===== src/rtl/bitop_pkg.sv =====
// -----------------------------------------------------------------------------
// bitop_pkg
// Shared definitions for the bitop_pipe block.
//   OP_W            : width of the operation select field
//   op_t            : operation select type
//   OP_XOR..OP_ACC_CLR : legal operation encodings (6 and 7 are illegal)
//   popcount()      : population count helper, used only when the
//                     BITOP_PIPE_POPCNT_EN build option is enabled
// -----------------------------------------------------------------------------
package bitop_pkg;

  localparam int OP_W = 3;

  typedef logic [OP_W-1:0] op_t;

  localparam op_t OP_XOR     = 3'd0;
  localparam op_t OP_AND     = 3'd1;
  localparam op_t OP_OR      = 3'd2;
  localparam op_t OP_XNOR    = 3'd3;
  localparam op_t OP_ACC     = 3'd4;
  localparam op_t OP_ACC_CLR = 3'd5;

  // Counts the set bits of a word zero-extended to 32 bits.
  function automatic int unsigned popcount(input logic [31:0] v);
    int unsigned cnt;
    cnt = 0;
    for (int i = 0; i < 32; i++) begin
      cnt += 32'(v[i]);
    end
    return cnt;
  endfunction

endpackage


===== src/rtl/bitop_alu.sv =====
// -----------------------------------------------------------------------------
// bitop_alu
// Purely combinational bitwise operation unit.
// Parameters:
//   WIDTH    : operand/result width (1..32)
//   ACC_INIT : value the accumulator returns to on ACC_CLR
// Ports:
//   a, b     : operands
//   op       : operation select (bitop_pkg encodings)
//   acc      : current accumulator value
//   y        : result (0 for illegal ops)
//   err      : 1 for illegal op encodings
//   next_acc : accumulator value to load if this op is accepted
// -----------------------------------------------------------------------------
module bitop_alu
  import bitop_pkg::*;
#(
  parameter int               WIDTH    = 8,
  parameter logic [WIDTH-1:0] ACC_INIT = '0
) (
  input  logic [WIDTH-1:0] a,
  input  logic [WIDTH-1:0] b,
  input  op_t              op,
  input  logic [WIDTH-1:0] acc,
  output logic [WIDTH-1:0] y,
  output logic             err,
  output logic [WIDTH-1:0] next_acc
);

  always_comb begin
    // NOTE: every output gets a default before the case so no path leaves
    // a value unassigned; otherwise synthesis would infer latches.
    y        = '0;
    err      = 1'b0;
    next_acc = acc;
    case (op)
      OP_XOR:  y = a ^ b;
      OP_AND:  y = a & b;
      OP_OR:   y = a | b;
      OP_XNOR: y = ~(a ^ b);
      OP_ACC: begin
        next_acc = acc ^ a ^ b;
        y        = acc ^ a ^ b;
      end
      OP_ACC_CLR: begin
        // Report the value being cleared, then restart from ACC_INIT.
        y        = acc;
        next_acc = ACC_INIT;
      end
      default: err = 1'b1;
    endcase
  end

endmodule


===== src/rtl/bitop_pipe.sv =====
// -----------------------------------------------------------------------------
// bitop_pipe
// One-stage valid/ready pipeline around bitop_alu with an XOR accumulator.
// Build option: define BITOP_PIPE_POPCNT_EN to add the out_pop output
// (registered population count of out_y).
// Parameters:
//   WIDTH    : operand/result width (1..32)
//   ACC_INIT : accumulator value after reset and after ACC_CLR
// Ports:
//   clk, rst          : clock, synchronous active-high reset
//   in_valid/in_ready : input handshake; in_ready = ~out_valid | out_ready
//   in_a, in_b, in_op : operands and operation select
//   out_valid/out_ready : output handshake
//   out_y             : registered result
//   out_oe            : registered in_a & in_b of the producing transfer
//   out_pop           : (BITOP_PIPE_POPCNT_EN only) popcount of out_y
//   out_err           : registered illegal-op flag
// -----------------------------------------------------------------------------
module bitop_pipe
  import bitop_pkg::*;
#(
  parameter int               WIDTH    = 8,
  parameter logic [WIDTH-1:0] ACC_INIT = '0
) (
  input  logic                         clk,
  input  logic                         rst,
  input  logic                         in_valid,
  output logic                         in_ready,
  input  logic [WIDTH-1:0]             in_a,
  input  logic [WIDTH-1:0]             in_b,
  input  op_t                          in_op,
  output logic                         out_valid,
  input  logic                         out_ready,
  output logic [WIDTH-1:0]             out_y,
  output logic [WIDTH-1:0]             out_oe,
`ifdef BITOP_PIPE_POPCNT_EN
  output logic [$clog2(WIDTH+1)-1:0]   out_pop,
`endif
  output logic                         out_err
);

  logic             in_xfer;
  logic             out_xfer;
  logic [WIDTH-1:0] alu_y;
  logic             alu_err;
  logic [WIDTH-1:0] alu_next_acc;

  logic             out_valid_q, out_valid_d;
  logic [WIDTH-1:0] out_y_q,     out_y_d;
  logic [WIDTH-1:0] out_oe_q,    out_oe_d;
  logic             out_err_q,   out_err_d;
  logic [WIDTH-1:0] acc_q,       acc_d;

`ifdef BITOP_PIPE_POPCNT_EN
  localparam int POP_W = $clog2(WIDTH + 1);
  logic [POP_W-1:0] out_pop_q, out_pop_d;
`endif

  // The output register can take a new word when it is empty or is being
  // drained this same cycle, so continuous flow has no bubble.
  assign in_ready = ~out_valid_q | out_ready;
  assign in_xfer  = in_valid & in_ready;
  assign out_xfer = out_valid_q & out_ready;

  bitop_alu #(
    .WIDTH    (WIDTH),
    .ACC_INIT (ACC_INIT)
  ) u_alu (
    .a        (in_a),
    .b        (in_b),
    .op       (in_op),
    .acc      (acc_q),
    .y        (alu_y),
    .err      (alu_err),
    .next_acc (alu_next_acc)
  );

  always_comb begin
    out_valid_d = out_valid_q;
    out_y_d     = out_y_q;
    out_oe_d    = out_oe_q;
    out_err_d   = out_err_q;
    acc_d       = acc_q;
`ifdef BITOP_PIPE_POPCNT_EN
    out_pop_d   = out_pop_q;
`endif
    if (in_xfer) begin
      // Covers both the empty case and the simultaneous drain-and-refill.
      out_valid_d = 1'b1;
      out_y_d     = alu_y;
      out_oe_d    = in_a & in_b;
      out_err_d   = alu_err;
      acc_d       = alu_next_acc;
`ifdef BITOP_PIPE_POPCNT_EN
      out_pop_d   = POP_W'(popcount(32'(alu_y)));
`endif
    end else if (out_xfer) begin
      // Data fields hold; only the valid flag drops.
      out_valid_d = 1'b0;
    end
  end

  always_ff @(posedge clk) begin
    // NOTE: state registers use non-blocking assignments so every flop
    // samples pre-edge values regardless of block evaluation order.
    if (rst) begin
      out_valid_q <= 1'b0;
      out_y_q     <= '0;
      out_oe_q    <= '0;
      out_err_q   <= 1'b0;
      acc_q       <= ACC_INIT;
`ifdef BITOP_PIPE_POPCNT_EN
      out_pop_q   <= '0;
`endif
    end else begin
      out_valid_q <= out_valid_d;
      out_y_q     <= out_y_d;
      out_oe_q    <= out_oe_d;
      out_err_q   <= out_err_d;
      acc_q       <= acc_d;
`ifdef BITOP_PIPE_POPCNT_EN
      out_pop_q   <= out_pop_d;
`endif
    end
  end

  assign out_valid = out_valid_q;
  assign out_y     = out_y_q;
  assign out_oe    = out_oe_q;
  assign out_err   = out_err_q;
`ifdef BITOP_PIPE_POPCNT_EN
  assign out_pop   = out_pop_q;
`endif

endmodule


===== config.mk =====
export PLATFORM = sky130hd
export DESIGN_NAME = bitop_pipe
export DESIGN_NICKNAME = d
export VERILOG_FILES = /design/src/rtl/bitop_pkg.sv /design/src/rtl/bitop_alu.sv /design/src/rtl/bitop_pipe.sv
export SDC_FILE = /design/constraint.sdc
export NUM_CORES = 1
export LEC_CHECK = 0
export ABC_AREA = 0
export CAP_MARGIN = 15
export CORE_UTILIZATION = 26
export DETAILED_ROUTE_END_ITERATION = 16
export PLACE_DENSITY = 0.53
export RECOVER_POWER = 50
export SLEW_MARGIN = 10
export SYNTH_ARGS = -nofsm -noshare
export SYNTH_HDL_FRONTEND = slang
export SYNTH_HIERARCHICAL = 1
export SYNTH_SLANG_ARGS = --single-unit

===== constraint.sdc =====
create_clock -name clk -period 1.3 [get_ports clk]
set_input_delay 0.195 -clock clk [delete_from_list [all_inputs] [get_ports clk]]
set_output_delay 0.195 -clock clk [all_outputs]
set_load 0.01 [all_outputs]

# Word-level counts from Yosys, hierarchy flattened
# Cells that the tools add are included.
# W data, S select, Z words.
# word_totals
reg_bits,26
input_bits,23
out_inout_bits,19
wordCells,30
# op_classes
n_eq_ne,5
mux,5
n_bitwise,10
reduce_logical,5
# op_table
cell,n
$pmux W8 S6,1
$xor A8 B8 Y8,3
$pmux W8 S2,1
$and A8 B8 Y8,1
$not A8 Y8,1
$or A8 B8 Y8,1
$eq A3 B2 Y1 const B,2
$eq A3 B3 Y1 const B,2
$reduce_or A6 Y1,1
$reduce_bool A2 Y1,2
$eq A3 B1 Y1 const B,1
$logic_not A3 Y1,1
$mux W1,3
$and A1 B1 Y1,2
$reduce_and A2 Y1,1
$not A1 Y1,1
$or A1 B1 Y1,1

# Depth between registers and ports, before layout
# depth
word_depth,4
depth_mapped,7
depth_no_buf,7

# Modules after synthesis
# The synthesis kept the hierarchy.
# modules_own_cells
module,instances,cells_per_inst,area_per_inst_um2,seq_area_each_um2
bitop_alu,1,137,1068.5,0.0
bitop_pipe,1,117,1022.2,520.5

# Least setup slack after synthesis
# OpenSTA, ideal clock, no wires.
# synth_path
kind,input -> register
startpoint,input port in_op[0]
endpoint,"register out_y_q[4], in the netlist out_y[4]"
setup_time_ns,0.070
arrival_time_ns,1.163
required_time_ns,1.230
slack_ns,0.067
stages,7
path_buffers,2
path_cell_list,buf_4 -> or2_1 -> buf_6 -> a211oi_2 -> a221o_1 -> nand3_1 -> a21oi_1
# synth_between
elab_chain_len,2
word_cells_on_any_way,7
cone_classes,5 x eq/ne; 1 x mux; 1 x reduce/logical
# synth_rtl
item,line,source
from (decl),bitop_pipe.sv:31,"input op_t in_op,"
$eq A3 B3 Y1 (tied with other cells),bitop_alu.sv:36,case (op)
$pmux W8 S6 (*),bitop_alu.sv:36,
via alu_y[4],bitop_pipe.sv:44,logic [WIDTH-1:0] alu_y;
to (signal assigned),bitop_pipe.sv:117,out_y_q <= out_y_d;
to (decl),bitop_pipe.sv:49,"logic [WIDTH-1:0] out_y_q, out_y_d;"
# The timed path passes the listed nets; every way through them passes the cells marked *.
# A chain may end at the register's enable or synchronous reset.

# Worst setup path in the final report
# layout_path
startpoint,input port out_ready
endpoint,output port in_ready
# layout_between
elab_chain_len,1
# layout_rtl
item,line,source
from (decl),bitop_pipe.sv:33,"input logic out_ready,"
$or A1 B1 Y1,bitop_pipe.sv:61,assign in_ready = ~out_valid_q | out_ready;
to (decl),bitop_pipe.sv:28,"output logic in_ready,"
# Every way passes these cells.

==> reports/results.ini <==
[floorplan]
floorplan.die.width_um = 91.7
core_area_mm2 = 0.00777
io-pin-count = 42
dieArea_mm2 = 0.00840
fp-row-count = 32
die_y_um = 91.7
start_util = 0.269

[synthesis]
synth_flop_cell = sky130_fd_sc_hd__dfxtp_1
synth.top_cells.by_area = sky130_fd_sc_hd__dfxtp_1, sky130_fd_sc_hd__ha_1, sky130_fd_sc_hd__mux2i_1
netlist_instances = 254
syn-cell-area_mm2 = 0.00209
synth_top_area_share = 0.249
postSynthNetCount = 293
ys_warn_count = 6
synth-edff-count = 0
ys_async_sr_fraction = 0
netlist-cell-type-count = 28
syn_area_cell_um2 = 8.23
ys_seq_elements = 26
yosys.area.top_type = sky130_fd_sc_hd__dfxtp_1
yosysSeqAreaShare = 0.249

[pwr]
powerDensity_mw_per_mm2 = 722
power_mw = 2.11
total_leakage_power_nw = 1.34
vdd_ir_drop_max_mv = 0.311

[sta]
timing.slew.headroom = 0.798
worst_slack_ns = 0.0547
fin_hold_ws_ns = 0.478
finalCritPeriodShare = 0.958
achievable-frequency_ghz = 0.803
worstMarginPinSlew_ns = 0.303
finalSetupViolCount = 0
worst_clock_skew_ns = 0.00739
period_minus_ws_final_ns = 1.25
rsz_0062_raised_after_global_routing = yes
timing.final.max_slew_violations = 0
hold_viol_final = 0

[cells_and_area]
post_route_cells_drive_above_1_share = 0.220
number_of_filler_cells_placed_in_the_layout = 820
antenna_cells_inserted = 0
design_area_mm2 = 0.00292
nNetsFinal = 368
area_added_between_synthesis_and_finish_pct = 39.7
instances_no_fill = 430
multi_input_area_mm2 = 0.00136
final_common_cell = sky130_fd_sc_hd__buf_4
final-seq-area_um2 = 522
final_cell_mix = sky130_fd_sc_hd__buf_4, sky130_fd_sc_hd__dlygate4sd2_1, sky130_fd_sc_hd__o21ai_1, sky130_fd_sc_hd__a21oi_1, sky130_fd_sc_hd__dfxtp_1

[placed_design]
dp_worst_setup_slack_ns = -0.535
buffer_ports.inserted = 41
dpl-instance-area_mm2 = 0.00287
dp.final_hpwl_um = 4390
gp_routability_congestion = 0.755
dp.cells = 426

[detailed_routing]
drt_first_pass_iters = 5
via_count = 2091
route.detailed.vias_per_inst = 4.86
drcViolationCount = 0
drt-wirelength-per-cell_um = 14.3
drt_iter0_markers = 61
antenna_left = 0
finalWirelength_um = 6130

[cts]
clk-insertion-delay-late_ns = 0.28
tritoncts_num_sinks = 26
postCtsHoldBufs = 0
clk_pin_slew_worst_paths_ns = 0.10
cts_tree = done
max_h_tree_level = 1
number_of_buffers_created_by_cts = 3
cts-root-to-sink-buffers = 2
cts.root.buffer_cell = sky130_fd_sc_hd__clkbuf_8

[outcome]
status = finished clean

[worst_setup_path]
crit_path_max_fanout = 2
slowest_stage = sky130_fd_sc_hd__clkdlybuf4s50_1
critPathKind = input port to output pin
worst_path_cell_trace = clkdlybuf4s50_1 -> nor2b_4 -> inv_4 -> clkdlybuf4s15_1
crit_arrival_ns = 1.05
largest_stage_delay_on_the_critical_path_ns = 0.44
endpoint_class_of_the_critical_path = output pin
critical_path_required_ns = 1.11
timing.critical_path.buf_inv = 3
setup.worst_path.start_class = input port
cpLargestDelayFamily = buffers and inverters

[job]
max_cap_violations = 0

[grt]
via_count_of_the_first_global_routing_pass = 1953
gr-usage-all-layers = 0.149
grt_start_max_net_pins = 27
grt_first_pass_wirelength_um = 9850
antenna_found_initial = 0
grt_remaining_overflow = 0

[min_path]
hp-class = flop to flop

-- tightest hold or removal path, stage by stage, from the launching register on --
cell and delay (ns):
sky130_fd_sc_hd__dfxtp_1 0.32, sky130_fd_sc_hd__o21ai_0 0.06, sky130_fd_sc_hd__a21oi_1 0.06
-- layout make-up --
| class | count | share of cell area |
|---|---|---|
| Clock buffer | 4 | 0.0189 |
| Inverter | 18 | 0.0249 |
| Multi-Input combinational cell | 188 | 0.465 |
| Sequential cell | 26 | 0.179 |
| Tap cell | 102 | 0.0437 |
| Timing Repair Buffer | 92 | 0.269 |
-- layer usage --
metal  share of wire  vias to the layer above  global-route usage
li1                -                     1057                   -
met1            0.48                      981               0.195
met2            0.47                       49               0.253
met3           0.044                        4              0.0282
met4           0.011                        0              0.0331
met5               0                        -                   0
-- per-stage QoR --
| step | util | TNS [ns] |
|---|---|---|
| 3_3_place_gp | 0.370 | -8.94 |
| 5_1_grt | 0.376 | -0.0233 |
| 6_report | 0.376 | 0 |
| 2_1_floorplan | - | 0 |
| 3_5_place_dp | 0.370 | -9.09 |
| 4_1_cts | 0.374 | 0 |
-- cell families after synthesis --
family,count (synthesis),synth area share
AOI/OAI and AO/OA,83,0.244
xor gates and xnor gates,16,0.0670
muxes,16,0.0766
buffers and inverters,40,0.113
DFF,26,0.249
adders and majority gates,16,0.0958
and+or+nand+nor,57,0.154
-- Yosys cell counts, drive strengths merged, types with 2 or more instances --
library cell,instances
o21ai,33
a21oi,28
dfxtp,26
buf,19
inv,18
nand3,17
ha,16
mux2i,16
xor2,14
a221o,8
nand2,8
nand4,8
nor3b,8
o22ai,8
nor2,7
a211oi,6
nand2b,6
clkbuf,3
xnor2,2
-- power by group --
group / internal [mW] / switching (mW) / total (mW)
Combinational: 0.348 / 0.346 / 0.694
Sequential: 0.831 / 0.0227 / 0.853
Clock: 0.272 / 0.290 / 0.562
-- registers in the layout (all words and copies together) (netlist names) --
register	count
acc_q	8
out_oe	8
out_y	8
out_err	1
out_valid	1
-- path summary, 6_finish.rpt --
kind / startpoint / endpoint / slack, ns / cells past startpoint
hold reg to reg: out_err$_SDFFE_PP0P_ / out_err$_SDFFE_PP0P_ / 0.48 / 2
hold / removal: out_err$_SDFFE_PP0P_ / out_err$_SDFFE_PP0P_ / 0.48 / 2
setup reg to reg: acc_q[6]$_SDFFE_PP0P_ / out_y[6]$_SDFFE_PP0P_ / 0.10 / 5
setup / recovery: out_ready / in_ready / 0.05 / 4
-- repair_timing --
item,CTS,global route
setup buffers,0,0
resized for setup,45,9
endpoints found under the setup margin,35,8
pin swaps,5,0
Note: power is estimated with default switching activity, not from simulation.
